$ cat src/rtl/mul_arbiter.sv
// Two-requester arbiter sharing one combinational 8x8 multiplier (low 8 bits of product).
// Optional `MUL_ARB_RR_EN selects round-robin tie-breaking; fixed priority (req0) otherwise.

module eight_bit_multiplier_module (
  input  logic [7:0] a,
  input  logic [7:0] b,
  output logic [7:0] p
);

  logic [7:0] acc;

  // Shift-add of partial products; only bits that reach the low byte are kept.
  always_comb begin
    acc = '0;
    for (int unsigned i = 0; i < 8; i++) begin
      acc = acc + ({8{b[i]}} & (a << i));
    end
  end

  assign p = acc;

endmodule

module mul_arbiter #(
  parameter int unsigned WAIT_CYCLES = 0
) (
  input  logic       clk,
  input  logic       reset,
  input  logic       req0,
  input  logic [7:0] a0,
  input  logic [7:0] b0,
  input  logic       req1,
  input  logic [7:0] a1,
  input  logic [7:0] b1,
  output logic [1:0] gnt,
  output logic [1:0] done,
  output logic [7:0] result,
  output logic       busy
);

  localparam logic [2:0] CNT_INIT = 3'(WAIT_CYCLES);

  typedef enum logic [1:0] {
    ST_IDLE,
    ST_CALC,
    ST_RESP
  } state_t;

  state_t     state_q, state_d;
  logic [7:0] op_a_q, op_a_d;
  logic [7:0] op_b_q, op_b_d;
  logic [2:0] cnt_q, cnt_d;
  logic [1:0] gnt_q, gnt_d;
  logic [1:0] done_q, done_d;
  logic [7:0] result_q, result_d;
  logic       last_gnt_q, last_gnt_d;
  logic       win;
  logic [7:0] mul_p;

  eight_bit_multiplier_module u_mul (
    .a (op_a_q),
    .b (op_b_q),
    .p (mul_p)
  );

  // win is only meaningful when at least one request is present.
  always_comb begin
`ifdef MUL_ARB_RR_EN
    if (req0 && req1) begin
      win = ~last_gnt_q;
    end else begin
      win = req1;
    end
`else
    win = ~req0;
`endif
  end

  always_comb begin
    state_d    = state_q;
    op_a_d     = op_a_q;
    op_b_d     = op_b_q;
    cnt_d      = cnt_q;
    gnt_d      = gnt_q;
    done_d     = '0;
    result_d   = result_q;
    last_gnt_d = last_gnt_q;

    case (state_q)
      ST_IDLE: begin
        gnt_d = '0;
        if (req0 || req1) begin
          op_a_d     = win ? a1 : a0;
          op_b_d     = win ? b1 : b0;
          gnt_d      = win ? 2'b10 : 2'b01;
          last_gnt_d = win;
          cnt_d      = CNT_INIT;
          state_d    = ST_CALC;
        end
      end
      ST_CALC: begin
        if (cnt_q == '0) begin
          result_d = mul_p;
          done_d   = gnt_q;
          state_d  = ST_RESP;
        end else begin
          cnt_d = cnt_q - 3'd1;
        end
      end
      ST_RESP: begin
        gnt_d   = '0;
        state_d = ST_IDLE;
      end
      default: begin
        gnt_d   = '0;
        state_d = ST_IDLE;
      end
    endcase
  end

  always_ff @(posedge clk) begin
    if (reset) begin
      state_q    <= ST_IDLE;
      op_a_q     <= '0;
      op_b_q     <= '0;
      cnt_q      <= '0;
      gnt_q      <= '0;
      done_q     <= '0;
      result_q   <= '0;
      last_gnt_q <= 1'b1;
    end else begin
      state_q    <= state_d;
      op_a_q     <= op_a_d;
      op_b_q     <= op_b_d;
      cnt_q      <= cnt_d;
      gnt_q      <= gnt_d;
      done_q     <= done_d;
      result_q   <= result_d;
      last_gnt_q <= last_gnt_d;
    end
  end

  assign gnt    = gnt_q;
  assign done   = done_q;
  assign result = result_q;
  assign busy   = (state_q != ST_IDLE);

endmodule

$ cat config.mk
export PLATFORM = sky130hd
export DESIGN_NAME = mul_arbiter
export DESIGN_NICKNAME = d
export VERILOG_FILES = /design/src/rtl/mul_arbiter.sv
export SDC_FILE = /design/constraint.sdc
export NUM_CORES = 1
export LEC_CHECK = 0
export BUFFER_PORTS_ARGS = -buffer_cell sky130_fd_sc_hd__buf_4
export CAP_MARGIN = 15
export CORE_MARGIN = 1
export CORE_UTILIZATION = 54
export DETAILED_ROUTE_END_ITERATION = 7
export PLACE_DENSITY_LB_ADDON = 0.25
export SETUP_SLACK_MARGIN = 0.02
export SLEW_MARGIN = 10
export SYNTH_ARGS = -nofsm -noshare
export SYNTH_HDL_FRONTEND = slang
export SYNTH_SLANG_ARGS = --single-unit
$ cat constraint.sdc
create_clock -name clk -period 5 [get_ports clk]
set_clock_uncertainty 0.05 [all_clocks]
set_input_delay 0.5 -clock clk [delete_from_list [all_inputs] [get_ports clk]]
set_output_delay 0.5 -clock clk [all_outputs]
set_load 0.02 [all_outputs]
==> flow_summary.yaml <==
run_status:
  status: "finished, final reports clean"
critical_path:
  start_kind: "flop"
  r2r-start: "op_b_q[1]$_SDFFE_PP0P_"
  path_class: "flop to flop"
  path_common_cell: "fa_1"
  required_ps: 5160
  endpoint_kind: "flop"
  worstPathBufferInverterCount: 2
  critPathMaxFanout: 8
  startpoint: "op_b_q[1]$_SDFFE_PP0P_"
  crit_slowest_cell: "fa_1"
  crit_chain: "and2_2, fa_1, fa_1, inv_1, fa_1, inv_1, ha_1, ha_1, fa_1, xnor2_1, xnor2_1, xnor2_1, xnor3_1, a211oi_2"
  slowest_delay_ps: 550
  crit_family: "adder cells"
  crit_arrival_ps: 4460
logic_synthesis:
  synthDistinctLibCells: 26
  netlist_area_um2: 2115
  yosys.area.top_type: "dfxtp_1"
  ys_seq_area_frac: 0.3124
  yosys_warnings: 0
  synthCells: 236
  yosysMostFrequentCell: "nand2_1"
  ys_ff_latch: 33
  synth_ff_type: "dfxtp_1"
  synth_edf_count: 0
  yosys-top-cells-count: "nand2_1, dfxtp_1, nor2_1"
  netlist.area_leader.share: 0.3124
  synth.avg_cell_area_um2: 8.960
  syn_nets: 298
  synth_area_leaders: "dfxtp_1, fa_1, mux2i_1"
  async_reset_ff_frac: 0
power_and_ir_drop:
  power_per_cell_area_nw_per_um2: 276.2
  p_leak_nw: 1.213
  ir_drop_mv: 0.1662
timing:
  hold_viol: 0
  hold_slack_ps: 406.2
  period_share: 0.8604
  drv_slew: 0
  max_slew_margin: 0.5669
  max_freq_mhz: 232.5
  rsz0062_at_grt: "no"
  layout_min_cycle_time_ps: 4302
  setup_viol: 0
  tns_ps: 0
  tightestPinTransition_ps: 647.3
cts:
  cts_tree: "done"
  cts.reportedPaths.clkPinSlew_ps: 70
  cts-root-buf: "clkbuf_8"
  hold_buffers: 0
  numCtsBuffers: 5
  cts_setup_buffers: 0
  cts_buffer_depth: 2
  clk_latency_ps: 290
  cts.sink_count: 33
  htree_num_levels: 2
  cts_resized: 0
hold_path:
  hold_path.class: "flop to flop"
  hold_start: "result[6]$_SDFFE_PP0P_"
global_routing:
  overflow: 0
  grt_max_degree: 35
  grt_pass1_vias: 1587
  grt_pass1_wl_um: 6893
  grt_usage: 0.2202
  grt_antenna_before_repair: 0
die:
  die_y_um: 64.58
  design.die.area_um2: 4170
  ios: 49
  start_util: 0.5690
  die_w_um: 64.58
  core_area_um2: 3716
  rows: 22
finish:
  area.growth.synth_to_final_pct: 23.31
  multiInputGateArea_um2: 1343
  n_antenna_cell: 0
  num-fill-cells: 345
  seq_area_um2: 660.6
  fin_nets: 345
  drive_above_1_share: 0.2359
drt:
  drt_iter0_drc: 24
  vias: 1688
  vias_per_cell: 5.084
  wl_um: 4070
  drc: 0
  post_drt_wl_per_cell_um: 12.26
  dr.pass1.iters: 4
  antenna_left: 0
job:
  cap_viol_max_count: 0
place:
  io_buffers: 48
  hpwl_um: 3219
  place_congestion: 0.8950
placed cells by master (no fill, tap or decap), types with 3 or more instances in the layout:
cell type and instances:
and2_2 4, clkbuf_8 7, nand2_1 35, fa_1 14
buf_4 50, ha_1 12, xor2_1 4, nor3_1 3
a211oi_1 16, xnor2_1 8, a21oi_1 10, dfxtp_1 33
mux2i_1 17, inv_1 18, nor2_1 27, and2_1 12
cells by family after synthesis:
kind of cell / Yosys count / share of synthesized area
XOR/XNOR: 14 / 0.06805
adder cells (fa/ha/maj): 26 / 0.2035
buffers and inverters: 28 / 0.05266
flip-flops: 33 / 0.3124
multiplexers: 17 / 0.08047
AO/OA/AOI/OAI: 27 / 0.08639
AND/OR/NAND/NOR: 91 / 0.1965
report_power, final:
part	internal (W)	total [W]	switching, W
logic	0.0000911	0.000189	0.0000978
clock network	0.000124	0.000221	0.0000971
registers	0.000286	0.000310	0.0000243
stage by stage:
stage | utilization | worst slack [ps] | instance area [um2] | power (W) | instances
final | 0.7017 | 698.2 | 2608 | 0.0007201 | 332
after global routing | 0.7017 | 527.0 | 2608 | 0.0007663 | 332
after CTS | 0.7017 | 680.7 | 2608 | 0.0007300 | 332
after detailed placement | 0.6744 | 676.2 | 2506 | 0.0005072 | 324
after global placement | 0.6744 | 875.3 | 2506 | 0.0004982 | 324
after floorplan | - | 941.6 | 2115 | 0.0004403 | 236
state kept, by name (all words and copies together) (netlist names):
register	count
result	8
cnt_q	3
op_b_q	8
op_a_q	8
done	2
gnt	2
state_q	2
worst reg2reg max path, cell delays in order, from the launching register on:
cell and delay, ps:
dfxtp_1 390, and2_2 210, fa_1 510, fa_1 550, inv_1 60, fa_1 530
inv_1 40, ha_1 300, ha_1 220, fa_1 390, xnor2_1 200, xnor2_1 160
xnor2_1 150, xnor3_1 250, a211oi_2 230
final cells by class:
type                            count  area share
Clock buffer                        7     0.03695
Clock inverter                      1    0.001919
Inverter                           18     0.02591
Multi-Input combinational cell    175      0.5149
Sequential cell                    33      0.2534
Tap cell                           48     0.02303
Timing Repair Buffer               50      0.1440
metal layers:
| metal | GRT usage | vias to the layer above | share of wire |
|---|---|---|---|
| met2 | 0.3684 | 45 | 0.48 |
| li1 | - | 860 | - |
| met1 | 0.2642 | 775 | 0.46 |
| met3 | 0.06514 | 8 | 0.046 |
| met5 | 0 | - | 0 |
| met4 | 0.08611 | 0 | 0.018 |
path summary, 6_finish.rpt:
kind	slack (ps)	end	cells after the start
min	410	result[6]$_SDFFE_PP0P_	2
max reg2reg	700	result[7]$_SDFFE_PP0P_	14
min reg2reg	410	result[6]$_SDFFE_PP0P_	2
max	700	result[7]$_SDFFE_PP0P_	14
(Power assumes the default switching activity.)
